### config.mk
export PLATFORM = sky130hd
export DESIGN_NAME = boot_loader
export DESIGN_NICKNAME = d
export VERILOG_FILES = /design/src/rtl/boot_loader.sv
export SDC_FILE = /design/constraint.sdc
export NUM_CORES = 1
export LEC_CHECK = 0
export BUFFER_PORTS_ARGS = -buffer_cell sky130_fd_sc_hd__buf_2
export CORE_AREA = 10 10 125 172
export CTS_BUF_LIST = sky130_fd_sc_hd__clkbuf_8
export DETAILED_ROUTE_END_ITERATION = 7
export DIE_AREA = 0 0 135 182
export GPL_ROUTABILITY_DRIVEN = 0
export SLEW_MARGIN = 20
export SYNTH_ARGS = -nofsm -noshare
export SYNTH_HDL_FRONTEND = slang
export SYNTH_SLANG_ARGS = --single-unit
### constraint.sdc
create_clock -name CLK -period 5.4 [get_ports CLK]
set_input_delay 0.27 -clock CLK [delete_from_list [all_inputs] [get_ports CLK]]
set_output_delay 0.27 -clock CLK [all_outputs]
set_load 0.01 [all_outputs]
### src/rtl/boot_loader.sv
// Streaming program loader: assembles little-endian words from a byte stream,
// writes them to instruction memory, and enables the core once the XOR checksum matches.
module boot_loader #(
    parameter int DEPTH = 64
) (
    input  logic        CLK,
    input  logic        Reset,
    input  logic [7:0]  RxData,
    input  logic        RxValid,
    output logic        RxReady,
    output logic        ImemWE,
    output logic [31:0] ImemAddr,
    output logic [31:0] ImemWD,
    output logic        Enable,
    output logic        Error,
    output logic [31:0] WordCount
);

    localparam int IDX_W = $clog2(DEPTH + 1);

    typedef enum logic [2:0] {
        S_HDR,
        S_DATA,
        S_CHK,
        S_RUN,
        S_ERR
    } state_e;

    state_e             state_q, state_d;
    logic [1:0]         bcnt_q, bcnt_d;
    logic [23:0]        shift_q, shift_d;
    logic [IDX_W-1:0]   idx_q, idx_d;
    logic [31:0]        csum_q, csum_d;
    logic               rdy_q, rdy_d;
    logic               we_q, we_d;
    logic [31:0]        addr_q, addr_d;
    logic [31:0]        wd_q, wd_d;
    logic               en_q, en_d;
    logic               err_q, err_d;
    logic [31:0]        wc_q, wc_d;

    logic               xfer;
    logic               word_done;
    logic [31:0]        word;
    logic [IDX_W-1:0]   idx_inc;
    logic               last_data;
    logic               hdr_bad;

    // The fourth byte completes the word combinationally with the three held bytes.
    assign xfer      = RxValid && rdy_q;
    assign word_done = xfer && (bcnt_q == 2'd3);
    assign word      = {RxData, shift_q};
    assign idx_inc   = idx_q + IDX_W'(1);
    assign last_data = ({{(32-IDX_W){1'b0}}, idx_inc} == wc_q);
    assign hdr_bad   = (word == 32'd0) || (word > 32'(DEPTH));

    always_ff @(posedge CLK) begin
        if (Reset) begin
            state_q <= S_HDR;
            bcnt_q  <= 2'd0;
            shift_q <= 24'd0;
            idx_q   <= '0;
            csum_q  <= 32'd0;
            rdy_q   <= 1'b1;
            we_q    <= 1'b0;
            addr_q  <= 32'd0;
            wd_q    <= 32'd0;
            en_q    <= 1'b0;
            err_q   <= 1'b0;
            wc_q    <= 32'd0;
        end else begin
            state_q <= state_d;
            bcnt_q  <= bcnt_d;
            shift_q <= shift_d;
            idx_q   <= idx_d;
            csum_q  <= csum_d;
            rdy_q   <= rdy_d;
            we_q    <= we_d;
            addr_q  <= addr_d;
            wd_q    <= wd_d;
            en_q    <= en_d;
            err_q   <= err_d;
            wc_q    <= wc_d;
        end
    end

    always_comb begin
        state_d = state_q;
        case (state_q)
            S_HDR: begin
                if (word_done) begin
                    state_d = hdr_bad ? S_ERR : S_DATA;
                end
            end
            S_DATA: begin
                if (word_done && last_data) begin
                    state_d = S_CHK;
                end
            end
            S_CHK: begin
                if (word_done) begin
                    state_d = (word == csum_q) ? S_RUN : S_ERR;
                end
            end
            S_RUN:   state_d = S_RUN;
            S_ERR:   state_d = S_ERR;
            default: state_d = S_ERR;
        endcase
    end

    always_comb begin
        bcnt_d  = bcnt_q;
        shift_d = shift_q;
        idx_d   = idx_q;
        csum_d  = csum_q;
        we_d    = 1'b0;
        addr_d  = addr_q;
        wd_d    = wd_q;
        wc_d    = wc_q;

        if (xfer) begin
            bcnt_d  = bcnt_q + 2'd1;
            shift_d = {RxData, shift_q[23:8]};
        end

        if (word_done) begin
            case (state_q)
                S_HDR: begin
                    wc_d = word;
                    if (!hdr_bad) begin
                        idx_d  = '0;
                        csum_d = 32'd0;
                    end
                end
                S_DATA: begin
                    we_d   = 1'b1;
                    addr_d = {{(30-IDX_W){1'b0}}, idx_q, 2'b00};
                    wd_d   = word;
                    csum_d = csum_q ^ word;
                    idx_d  = idx_inc;
                end
                default: ;
            endcase
        end

        // Status outputs are registered from the next state so they line up with it.
        rdy_d = (state_d == S_HDR) || (state_d == S_DATA) || (state_d == S_CHK);
        en_d  = (state_d == S_RUN);
        err_d = (state_d == S_ERR);
    end

    assign RxReady   = rdy_q;
    assign ImemWE    = we_q;
    assign ImemAddr  = addr_q;
    assign ImemWD    = wd_q;
    assign Enable    = en_q;
    assign Error     = err_q;
    assign WordCount = wc_q;

endmodule

# ---- Word-level counts from Yosys, hierarchy flattened
# Cells that the tools add are included.
# Widths: inputs -> output; s select.
dict set report totals {
  regBits 143
  input_bits 11
  wordCells 53
}
dict set report classes {
  add_sub_neg 2
  magnitude_cmp 1
  n_eq_ne 11
  n_mux 11
  bitwise_logic 2
  reduce_logical 14
}
# cell count
set op_table {}
lappend op_table {{$pmux 32 s2} 1}
lappend op_table {{$eq 32x32->1} 1}
lappend op_table {{$eq 7x32->1} 1}
lappend op_table {{$gt 32x7->1 const B} 1}
lappend op_table {{$logic_not 32->1} 1}
lappend op_table {{$mux 32} 1}
lappend op_table {{$xor 32x32->32} 1}
lappend op_table {{$mux 3} 5}
lappend op_table {{$pmux 7 s2} 1}
lappend op_table {{$eq 3x2->1 const B} 4}
lappend op_table {{$pmux 3 s4} 1}
lappend op_table {{$add 7x1->7 const B} 1}
lappend op_table {{$mux 7} 1}
lappend op_table {{$eq 3x1->1 const B} 2}
lappend op_table {{$logic_not 3->1} 2}
lappend op_table {{$reduce_and 2->1} 2}
lappend op_table {{$eq 3x3->1 const B} 1}
lappend op_table {{$logic_and 1x1->1} 3}
lappend op_table {{$logic_or 1x1->1} 3}
lappend op_table {{$reduce_and 3->1} 1}
lappend op_table {{$add 2x1->2 const B} 1}
lappend op_table {{$eq 2x2->1 const B} 1}
lappend op_table {{$ne 2x2->1 const B} 1}
lappend op_table {{$reduce_bool 2->1} 1}
lappend op_table {{3 further kinds} 3}

# ---- Depth between registers and ports, before layout
# Gate-level depths: netlist (run 1).
dict set report logic_depth {
  ltp_word 8
  mapped_depth 9
  mapped_depth_nobuf 7
}

# ---- Worst setup path after synthesis (run 1)
# No wires, ideal clock.
dict set report synth_timing {
  path_kind {register to register}
  startpoint {reg idx_q[0]}
  endpoint {reg en_q, in the netlist Enable}
  setup_time_ns 0.115
  t_arrival_ns 1.916
  required_time_ns 5.285
  slack_ns 3.369
  path_stages_with_launch 8
  path_buffers 0
  synth_period_minus_slack_ns 2.031
  cell_sequence {dfxtp_1 > ha_1 > nand3_1 > or3_1 > a22oi_1 > nand4_1 > a211o_1 > and2_1}
}
dict set report synth_between {
  elab_chain_cells 6
}
# element line
set synth_lines {}
lappend synth_lines {{start: declaration} 32} ;# logic [IDX_W-1:0] idx_q, idx_d;
lappend synth_lines {{start signal: assignment} 75} ;# idx_q <= idx_d;
lappend synth_lines {{$add 7x1->7} 53} ;# assign idx_inc = idx_q + IDX_W'(1);
lappend synth_lines {{$eq 7x32->1} 54} ;# assign last_data = ({{(32-IDX_W){1'b0}}, idx_inc} == wc_q);
lappend synth_lines {{$logic_and 1x1->1} 96} ;# if (word_done && last_data) begin
lappend synth_lines {{$mux 3} 96}
lappend synth_lines {{$pmux 3 s4} 89} ;# case (state_q)
lappend synth_lines {{$eq 3x2->1} 148} ;# en_d = (state_d == S_RUN);
lappend synth_lines {{end signal: assignment} 81} ;# en_q <= en_d;
lappend synth_lines {{end: declaration} 38} ;# logic en_q, en_d;
# Every way passes these cells.
# A chain may end at the register's enable or synchronous reset.

# ---- Final worst setup path (run 1)
dict set report layout_timing {
  startpoint {reg bcnt_q[0]}
  endpoint {reg idx_q[6]}
}
dict set report layout_between {
  elab_chain_cells 3
}
# element line
set layout_lines {}
lappend layout_lines {{start: declaration} 30} ;# logic [1:0] bcnt_q, bcnt_d;
lappend layout_lines {{start signal: assignment} 73} ;# bcnt_q <= bcnt_d;
lappend layout_lines {{$eq 2x2->1} 51} ;# assign word_done = xfer && (bcnt_q == 2'd3);
lappend layout_lines {{$logic_and 1x1->1} 51}
lappend layout_lines {{$reduce_and 3->1 (no source line)} -}
# Every way passes these cells.

==> impl_metrics.tcl, run 1 <==
set metrics [dict create \
    outcome "completed" \
    wl_um 18400 \
    path_cells "ha_1 > and3_1 > nand3_2 > or4_1 > a21oi_1" \
    grt.overflow.total 0 \
    via_count 5500 \
    synth.distinct_cells 50 \
    p_seq_share_pct 51.7 \
    use_met1_pct 17.0 \
    worst_pin_slew_ps 1040 \
    grt_pass1_wl_um 28800 \
    place_inst 1076 \
    post-route-period-util_pct 48.3 \
    grt-busiest-layer "met2" \
    rows 59 \
    start_util_pct 34.1 \
    critPathTopFamily "simple AND/OR/NAND/NOR gates" \
    r2r_slack_ps 2790 \
    period_minus_slack_ps 2610 \
    clock_path_buffers 2 \
    powerDensity_nw_per_um2 294 \
    comb_power_share_pct 4.0 \
    die_x_um 135 \
    maxCapViolCount 0 \
    reg2reg_depth 5 \
    cp-end-kind "flip-flop" \
    r2r_start "bcnt_q[0]$_SDFFE_PP0P_" \
    path_max_fanout 44 \
    cts_root_buf "clkbuf_8" \
    critPathBufInv 0 \
    ys_top_cells_by_area "dfxtp_1, nand2_1, a21oi_1, xor2_1, buf_4" \
    post_cts_buffers 0 \
    io_buffers 85 \
    slew_headroom_pct 30.6 \
    cts_inserted_buffers 17 \
    p_int_w 0.00158 \
    power.share.clock_pct 44.4 \
    dieArea_um2 24600 \
    vdd_drop_max_mv 0.140 \
    nets 864 \
    ant_nets 0 \
    ctsResizeCount 0 \
    die_y_um 182 \
    pin_count 111 \
    via_per_inst 4.96 \
    htreeDepth 4 \
    switching_power_w 0.000506 \
    use_met2_pct 25.2 \
    core_um2 18400 \
    cts_hold_buf 0 \
    final_cells 1108 \
    skew_ps 16.2 \
    finalWorstSetupSlack_ps 2790 \
    cp_slowest_cell "nand3_2" \
    ys_ff_latch 143 \
    hold_path_startpoint "RxData[3]" \
    diodes 0 \
    synth_flop_cell "dfxtp_1" \
    syn2layout_area_growth_pct 13.6 \
    fin_util_pct 38.7 \
    yosysTopAreaCell "dfxtp_1" \
    synth_top_cell_area_share_pct 45.7 \
    crit_path_start_kind "flip-flop" \
    antenna_found_initial 0 \
    ys_seq_area_share_pct 45.7 \
    final_common_cell "nand2_1" \
    hp-class "input port to flip-flop" \
    path_clk_slew_ps 90 \
    grt_max_degree 89 \
    pre_cts_ws_ps 2740 \
    required_ps 5790 \
    hold_viol 0 \
    wl_per_cell_um 16.6 \
    drive_gt1_share_pct 17.9 \
    slew_violations 0 \
    grt_pass1_vias 5121 \
    fin_setup_tns_ps 0 \
    worstSkewPairLatency_ps 450 \
    grt_usage_pct 14.8 \
    synthArstFlopShare_pct 0 \
    grt_use_met3_pct 4.06 \
    p_leak_nw 2.90 \
    yosys_warnings 0 \
    dp_hpwl_um 12900 \
    whs_path_depth 3 \
    setup_violations 0 \
    cts_tree "yes" \
    synth_area_um2 6260 \
    rsz0062_at_grt "no" \
    synth_area_per_cell_um2 7.77 \
    synth_edf_count 0 \
    drcViolationCount 0 \
    layout_common_cells "nand2_1, dfxtp_1, a21oi_1" \
    clkSinkCount 143 \
    synthCells 806 \
    reg2reg_to "idx_q[6]$_SDFFE_PP0P_" \
    slowest_delay_ps 790 \
    hold_end "shift_q[19]$_SDFFE_PP0P_" \
    switching_share_pct 24.2 \
    p_total_w 0.00209 \
    arrival_ps 3000 \
    drt_iter0_markers 402 \
    clock.fmax_mhz 383 \
    detail_route.first_pass.iterations 5 \
    criticalPathCategory "flip-flop to flip-flop" \
]
[cell type report]
cell class / count / area, um^2
well taps: 244 / 305
repair buffers: 89 / 458
fillers: 1912 / 11300
inverters: 4 / 15.0
flip-flops and latches: 143 / 2860
multi-input cells: 596 / 3040
clock inverters: 15 / 196
clock buffers: 17 / 234
[power by group through the flow]
| stage | Clock, W | Combinational [W] | Sequential [W] |
|---|---|---|---|
| 3_3_place_gp | 0 | 0.0000822 | 0.00110 |
| 4_1_cts | 0.000948 | 0.0000819 | 0.00108 |
| 5_1_grt | 0.000993 | 0.0000914 | 0.00108 |
| 3_5_place_dp | 0 | 0.0000814 | 0.00110 |
| 6_report | 0.000927 | 0.0000828 | 0.00108 |
| 2_1_floorplan | 0 | 0.0000784 | 0.00109 |
[sequential cells by signal (all words and copies together), names as in the netlist]
| register | count |
|---|---|
| ImemAddr | 7 |
| Enable | 1 |
| csum_q | 32 |
| WordCount | 32 |
| ImemWE | 1 |
| idx_q | 7 |
| state_q | 3 |
| ImemWD | 32 |
| shift_q | 24 |
| Error | 1 |
| bcnt_q | 2 |
| RxReady | 1 |
[cells by family after synthesis]
| group | count (synthesis) | share of synthesized area [%] |
|---|---|---|
| buffers and inverters | 91 | 7.48 |
| AO/OA/AOI/OAI | 197 | 16.8 |
| flip-flops | 143 | 45.7 |
| AND/OR/NAND/NOR | 331 | 23.7 |
| adder cells (fa/ha/maj) | 2 | 0.400 |
| other | 1 | 0.0599 |
| XOR/XNOR | 41 | 5.86 |
[worst register-to-register path: cells and delay by family (launching register included)]
kind	cells	cell delay, ps
and+or+nand+nor	3	1910
DFF	1	350
adders and majority gates	1	160
AOI/OAI and AO/OA	1	140
[routing by layer]
metal | up-vias | share of wire (%)
met4 | 0 | 2.7
met5 | - | 0
met3 | 27 | 5.2
met2 | 131 | 50
li1 | 2734 | -
met1 | 2608 | 42
[cell usage after synthesis, drive strengths merged, types with 2 or more instances]
cell type	n
nand2	198
dfxtp	143
a21oi	140
clkbuf	50
nor2	45
o21ai	39
buf	37
xor2	35
or2	32
nor4	22
nand3	7
nand4	6
xnor2	6
and3	5
inv	4
nor3	3
or3	3
a31oi	2
and2	2
and4	2
ha	2
nor2b	2
o2111ai	2
o41ai	2
[through the flow]
stage	hold WS [ps]	area, um^2
after floorplan	406	6350
after global placement	442	6680
after detailed placement	443	6680
after CTS	97.1	7110
after global routing	112	7110
final	118	7110
[how the worst max path moves through the flow]
stage / startpoint / slack, ps / depth (start not counted) / endpoint
after floorplan: idx_q[0]$_SDFFE_PP0P_ / 3370 / 7 / Enable$_SDFF_PP0_
after global placement: bcnt_q[0]$_SDFFE_PP0P_ / 2760 / 5 / idx_q[6]$_SDFFE_PP0P_
after detailed placement: bcnt_q[0]$_SDFFE_PP0P_ / 2740 / 5 / idx_q[6]$_SDFFE_PP0P_
after CTS: bcnt_q[0]$_SDFFE_PP0P_ / 2730 / 5 / idx_q[6]$_SDFFE_PP0P_
after global routing: bcnt_q[0]$_SDFFE_PP0P_ / 2550 / 5 / idx_q[6]$_SDFFE_PP0P_
final: bcnt_q[0]$_SDFFE_PP0P_ / 2790 / 5 / idx_q[6]$_SDFFE_PP0P_
Power figures use the tool's default switching activity.
==> run 2, diff against run 1 <==
--- a/config.mk
+++ b/config.mk
@@ -5,11 +5,12 @@
 export SDC_FILE = /design/constraint.sdc
 export NUM_CORES = 1
 export LEC_CHECK = 0
+export ABC_AREA = 1
 export BUFFER_PORTS_ARGS = -buffer_cell sky130_fd_sc_hd__buf_2
-export CORE_AREA = 10 10 125 172
+export CORE_AREA = 10 10 124 170
 export CTS_BUF_LIST = sky130_fd_sc_hd__clkbuf_8
 export DETAILED_ROUTE_END_ITERATION = 7
-export DIE_AREA = 0 0 135 182
+export DIE_AREA = 0 0 134 180
 export GPL_ROUTABILITY_DRIVEN = 0
 export SLEW_MARGIN = 20
 export SYNTH_ARGS = -nofsm -noshare
==> constraint.sdc (replaced) <==
create_clock -name CLK -period 2.5 [get_ports CLK]
set_input_delay 0.125 -clock CLK [delete_from_list [all_inputs] [get_ports CLK]]
set_output_delay 0.125 -clock CLK [all_outputs]
set_load 0.01 [all_outputs]
==> run 2 against run 1 <==
Total power up 130%. Clock power up 120%. Synthesized area down 1.6%. Combinational power rose to 6.2 times the previous value. Final area up 1.9%. Clock-buffer cell count up 5. Non-clock buffer count up 19. Hold slack worse by 84 ps. Setup slack worse by 2400 ps. First-iteration DRC count down 5.5%.
==> impl_metrics.tcl, run 2 <==
set metrics [dict create \
    synth_edf_count 0 \
    pin_count 111 \
    maxCapViolCount 0 \
    synth_area_um2 6160 \
    nFillCells 1914 \
    synth.distinct_cells 30 \
    power.share.clock_pct 40.7 \
    cp_slowest_cell "buf_4" \
    grt_usage_pct 15.2 \
    required_ps 2880 \
    criticalPathCategory "flip-flop to flip-flop" \
    final_common_cell "nand2_1" \
    powerDensity_nw_per_um2 677 \
    io_buffers 85 \
    arrival_ps 2480 \
    hp-class "input port to flip-flop" \
    cp-end-kind "flip-flop" \
    critPathBufInv 4 \
    drt_iter0_markers 380 \
    setup_violations 0 \
    synthCells 856 \
    ant_nets 0 \
    rows 58 \
    slew_violations 0 \
    switching_power_w 0.00130 \
    die_x_um 134 \
    cts_inserted_buffers 17 \
    ys_ff_latch 143 \
    path_clk_slew_ps 80 \
    grt.overflow.total 0 \
    slew_headroom_pct 52.2 \
    r2r_slack_ps 390 \
    pre_cts_ws_ps 433 \
    post-route-period-util_pct 84.2 \
    synth_area_per_cell_um2 7.19 \
    skew_ps 12.7 \
    dieArea_um2 24100 \
    clock_path_buffers 2 \
    finalWorstSetupSlack_ps 395 \
    hold_path_startpoint "Reset" \
    ys_seq_area_share_pct 46.5 \
    die_y_um 180 \
    core_um2 17900 \
    outcome "completed" \
    wl_per_cell_um 15.2 \
    yosys_warnings 0 \
    path_max_fanout 73 \
    via_per_inst 4.76 \
    crit_path_start_kind "flip-flop" \
    worst_pin_slew_ps 717 \
    layout_common_cells "nand2_1, dfxtp_1, a21oi_1" \
    p_leak_nw 3.28 \
    comb_power_share_pct 10.5 \
    vdd_drop_max_mv 0.341 \
    via_count 5664 \
    worstSkewPairLatency_ps 460 \
    ys_top_cells_by_area "dfxtp_1, a21oi_1, nand2_1, o21ai_1, nor2_1" \
    rsz0062_at_grt "no" \
    cts_tree "yes" \
    ctsResizeCount 0 \
    critPathTopFamily "buffers and inverters" \
    hold_viol 0 \
    antenna_found_initial 0 \
    synth_top_cell_area_share_pct 46.5 \
    post_cts_buffers 0 \
    synth.top_cells.by_count "nand2_1, dfxtp_1, a21oi_1, nor2_1, o21ai_1" \
    slowest_delay_ps 550 \
    syn2layout_area_growth_pct 17.7 \
    cts_root_buf "clkbuf_8" \
    dp_hpwl_um 13100 \
    path_cells "inv_2 > nor2_2 > inv_2 > nor2_4 > inv_4 > nor2_4 > buf_4 > o21ai_1 > a21oi_1" \
    drive_gt1_share_pct 17.5 \
    fin_setup_tns_ps 0 \
    grt_pass1_vias 5481 \
    hold_end "bcnt_q[0]$_SDFFE_PP0P_" \
    reg2reg_depth 9 \
    yosysTopAreaCell "dfxtp_1" \
    synth_flop_cell "dfxtp_1" \
    period_minus_slack_ps 2110 \
    detail_route.first_pass.iterations 5 \
    synthArstFlopShare_pct 0 \
    p_seq_share_pct 48.8 \
    drcViolationCount 0 \
    wl_um 18100 \
    r2r_start "state_q[0]$_SDFF_PP0_" \
    reg2reg_to "ImemWD[22]$_SDFFE_PP0P_" \
    clkSinkCount 143 \
    grt_pass1_wl_um 29100 \
    start_util_pct 34.4 \
    switching_share_pct 26.5 \
    diodes 0 \
    p_int_w 0.00361 \
    htreeDepth 4 \
    nets 951 \
    grt_max_degree 74 \
    yosysMostFrequentCell "nand2_1" \
    whs_path_depth 2 \
    clock.fmax_mhz 475 \
]
==> run 2: changes by cell type after synthesis, sizes merged, moves of 3 or more <==
cell / delta
xor2: -33
a21oi: -3
nand2: -45
nor2: +48
buf: +7
or3: -3
and3: -4
nand3: +14
nor4: -22
clkbuf: -25
inv: +80
o21ai: +90
or2: -31
==> run 2: cell type report <==
class	count	area (um^2)	share of cell area, %
tap	240	300	4.14
sequential	143	2860	39.5
inverter	84	318	4.39
clock buffer	22	303	4.18
clock inverter	10	133	1.83
timing repair buffer	108	638	8.81
multi-input combinational	584	2690	37.2
==> run 2: how the worst max path moves through the flow <==
stage / start / endpoint / slack (ps) / cells past startpoint
final: state_q[0]$_SDFF_PP0_ / ImemWD[22]$_SDFFE_PP0P_ / 390 / 9
after global routing: bcnt_q[0]$_SDFFE_PP0P_ / csum_q[26]$_SDFFE_PP0P_ / 140 / 9
after CTS: state_q[0]$_SDFF_PP0_ / ImemWD[0]$_SDFFE_PP0P_ / 390 / 9
after detailed placement: state_q[0]$_SDFF_PP0_ / ImemWD[2]$_SDFFE_PP0P_ / 430 / 9
after global placement: state_q[0]$_SDFF_PP0_ / ImemWD[2]$_SDFFE_PP0P_ / 460 / 9
after floorplan: bcnt_q[0]$_SDFFE_PP0P_ / idx_q[0]$_SDFFE_PP0P_ / 930 / 9
==> run 2: worst register-to-register path: cells and delay by family, from the launching register on <==
kind | cells | cell delay [ps]
AO/OA/AOI/OAI | 2 | 350
buffers and inverters | 4 | 880
flip-flops | 1 | 370
AND/OR/NAND/NOR | 3 | 430
==> run 2: power by group through the flow <==
stage / logic (W) / clock network [W] / registers, W
after floorplan: 0.000356 / 0 / 0.00244
after global placement: 0.000507 / 0 / 0.00244
after detailed placement: 0.000508 / 0 / 0.00245
after CTS: 0.000518 / 0.00205 / 0.00239
after global routing: 0.000584 / 0.00213 / 0.00240
final: 0.000516 / 0.00200 / 0.00239
==> run 2: logic make-up (layout without fill, tap and decap cells) <==
| kind of cell | count (synthesis) | count (layout) | share of synthesized area (%) |
|---|---|---|---|
| flops | 143 | 143 | 46.5 |
| xor+xnor | 8 | 8 | 1.36 |
| simple gates | 281 | 281 | 18.6 |
| buf+inv | 153 | 224 | 11.2 |
| other cells | 1 | 25 | 0.0609 |
| fa+ha+maj | 2 | 2 | 0.406 |
| compound gates | 268 | 268 | 21.8 |
==> run 2: stage by stage <==
step | utilization (%) | cells | instance area [um^2] | hold slack, ps | power, W
6_report | 40.4 | 1191 | 7250 | 34.5 | 0.00491
5_1_grt | 40.4 | 1191 | 7250 | 35.8 | 0.00512
4_1_cts | 40.4 | 1191 | 7250 | 5.66 | 0.00496
3_5_place_dp | 37.7 | 1153 | 6750 | 451 | 0.00295
3_3_place_gp | 37.7 | 1153 | 6750 | 449 | 0.00295
2_1_floorplan | - | 880 | 6250 | 204 | 0.00280
==> run 2: repair_timing <==
action / 4_1_cts / 5_1_grt
endpoints found under the setup margin: 0 / 0
hold endpoints to repair: 11 / 0
hold buffers: 6 / 0
==> run 2: routing by layer <==
metal	track usage, %	part of all wire (%)	up-vias
met1	17.7	42	2561
met5	0	0	-
met2	25.5	50	164
met3	3.79	5.9	29
met4	6.72	2.5	0
li1	-	-	2910
==> run 3, diff against run 2 <==
==> constraint.sdc (replaced) <==
create_clock -name CLK -period 2.17 [get_ports CLK]
set_input_delay 0.1085 -clock CLK [delete_from_list [all_inputs] [get_ports CLK]]
set_output_delay 0.1085 -clock CLK [all_outputs]
set_load 0.01 [all_outputs]
==> run 3 against run 2 <==
Sequential power increased by 15%. Final area grew 1.8%. Non-clock buffer count up 10. Clock power up 20%. Hold slack better by 0.52 ps. Core utilization is 0.74 points higher. Die area stayed put. Clock skew down 0.61 ps. Cell count is 0.76% higher. Wire length is 0.61% higher. First-iteration DRC count up 27%.
==> impl_metrics.tcl, run 3 (synthesis results as in run 2) <==
set metrics [dict create \
    outcome "completed" \
    post-route-period-util_pct 87.1 \
    clock_path_buffers 2 \
    required_ps 2490 \
    io_buffers 85 \
    cts_root_buf "clkbuf_8" \
    die_y_um 180 \
    diodes 0 \
    slew_headroom_pct 63.7 \
    hold_viol 0 \
    place_inst 1161 \
    nets 961 \
    wl_um 18200 \
    path_clk_slew_ps 80 \
    drcViolationCount 0 \
    cp-end-kind "flip-flop" \
    vdd_drop_max_mv 0.308 \
    final_common_cell "nand2_1" \
    p_leak_nw 3.35 \
    pin_count 111 \
    die_x_um 134 \
    clkSinkCount 143 \
    antenna_found_initial 0 \
    wl_per_cell_um 15.2 \
    final_cells 1200 \
    skew_ps 12.1 \
    detail_route.first_pass.iterations 5 \
    hold_ws_ps 35.0 \
    htreeDepth 4 \
    start_util_pct 34.4 \
    clock.fmax_mhz 529 \
    p_total_w 0.00576 \
    drt_iter0_markers 483 \
    slew_violations 0 \
    powerDensity_nw_per_um2 781 \
    grt_max_degree 74 \
    worstSkewPairLatency_ps 440 \
    grt_pass1_wl_um 29300 \
    post_cts_buffers 0 \
    arrival_ps 2210 \
    fin_setup_tns_ps 0 \
    rows 58 \
    grt_pass1_vias 5610 \
    grt_usage_pct 15.0 \
    via_per_inst 4.76 \
    cts_inserted_buffers 17 \
    ant_nets 0 \
    syn2layout_area_growth_pct 19.9 \
    criticalPathCategory "input port to flip-flop" \
    grt.overflow.total 0 \
    maxCapViolCount 0 \
    layout_common_cells "nand2_1, dfxtp_1, a21oi_1" \
    drive_gt1_share_pct 18.1 \
    period_minus_slack_ps 1890 \
    dp_hpwl_um 13200 \
    path_max_fanout 46 \
    hp-class "input port to flip-flop" \
    finalWorstSetupSlack_ps 281 \
    dieArea_um2 24100 \
    worst_pin_slew_ps 544 \
    cts_tree "yes" \
    pre_cts_ws_ps 244 \
    rsz0062_at_grt "no" \
    setup_violations 0 \
    core_um2 17900 \
    via_count 5706 \
    crit_path_start_kind "input port" \
]
## run 3: what timing repair did
item / 4_1_cts / 5_1_grt
setup endpoints to repair: 0 / 4
hold buffers: 8 / 0
resized for setup: 0 / 1
endpoints found under the hold margin: 13 / 0
## run 3: critical path, cell delays in order
cell           delay [ps]
dlygate4sd3_1         530
buf_2                 160
inv_2                  80
nand3_1               100
nor3_1                340
nand3_1               240
nand2_2               120
nand2_2                90
buf_12                190
o21ai_0               170
a21oi_1                60
## run 3: routing by layer
layer  share of wire [%]  track usage, %  wire (um)  vias up
li1                    -               -          -     2931
met4                 2.6            6.98        469        0
met5                   0               0          0        -
met2                  51            26.0       9200      155
met3                 5.1            3.24        932       25
met1                  42            17.0       7580     2595
## run 3: worst paths after layout
kind / from / to / slack [ps] / cells past startpoint
max: RxData[4] / csum_q[31]$_SDFFE_PP0P_ / 280 / 11
max reg2reg: idx_q[1]$_SDFFE_PP0P_ / state_q[0]$_SDFF_PP0_ / 280 / 10
min: Reset / idx_q[0]$_SDFFE_PP0P_ / 40 / 2
min reg2reg: csum_q[0]$_SDFFE_PP0P_ / csum_q[0]$_SDFFE_PP0P_ / 470 / 2
## run 3: area by class of cell
class	count	area [um^2]
Clock buffer	21	289
Clock inverter	10	159
Fill cell	1890	10500
Inverter	84	318
Multi-Input combinational cell	584	2700
Sequential cell	143	2860
Tap cell	240	300
Timing Repair Buffer	118	756
## run 3: where the power goes
| group | internal [W] | switching [W] | total [W] |
|---|---|---|---|
| clock | 0.00137 | 0.00102 | 0.00239 |
| sequential | 0.00269 | 0.0000590 | 0.00275 |
| combinational | 0.000198 | 0.000425 | 0.000624 |
| total | 0.00426 | 0.00151 | 0.00576 |
## run 3: through the flow
step                      utilization (%)  cell area [um^2]
after global routing                 41.2              7380
after detailed placement             38.2              6850
after CTS                            41.2              7380
final                                41.2              7380
after floorplan                         -              6250
after global placement               38.2              6850
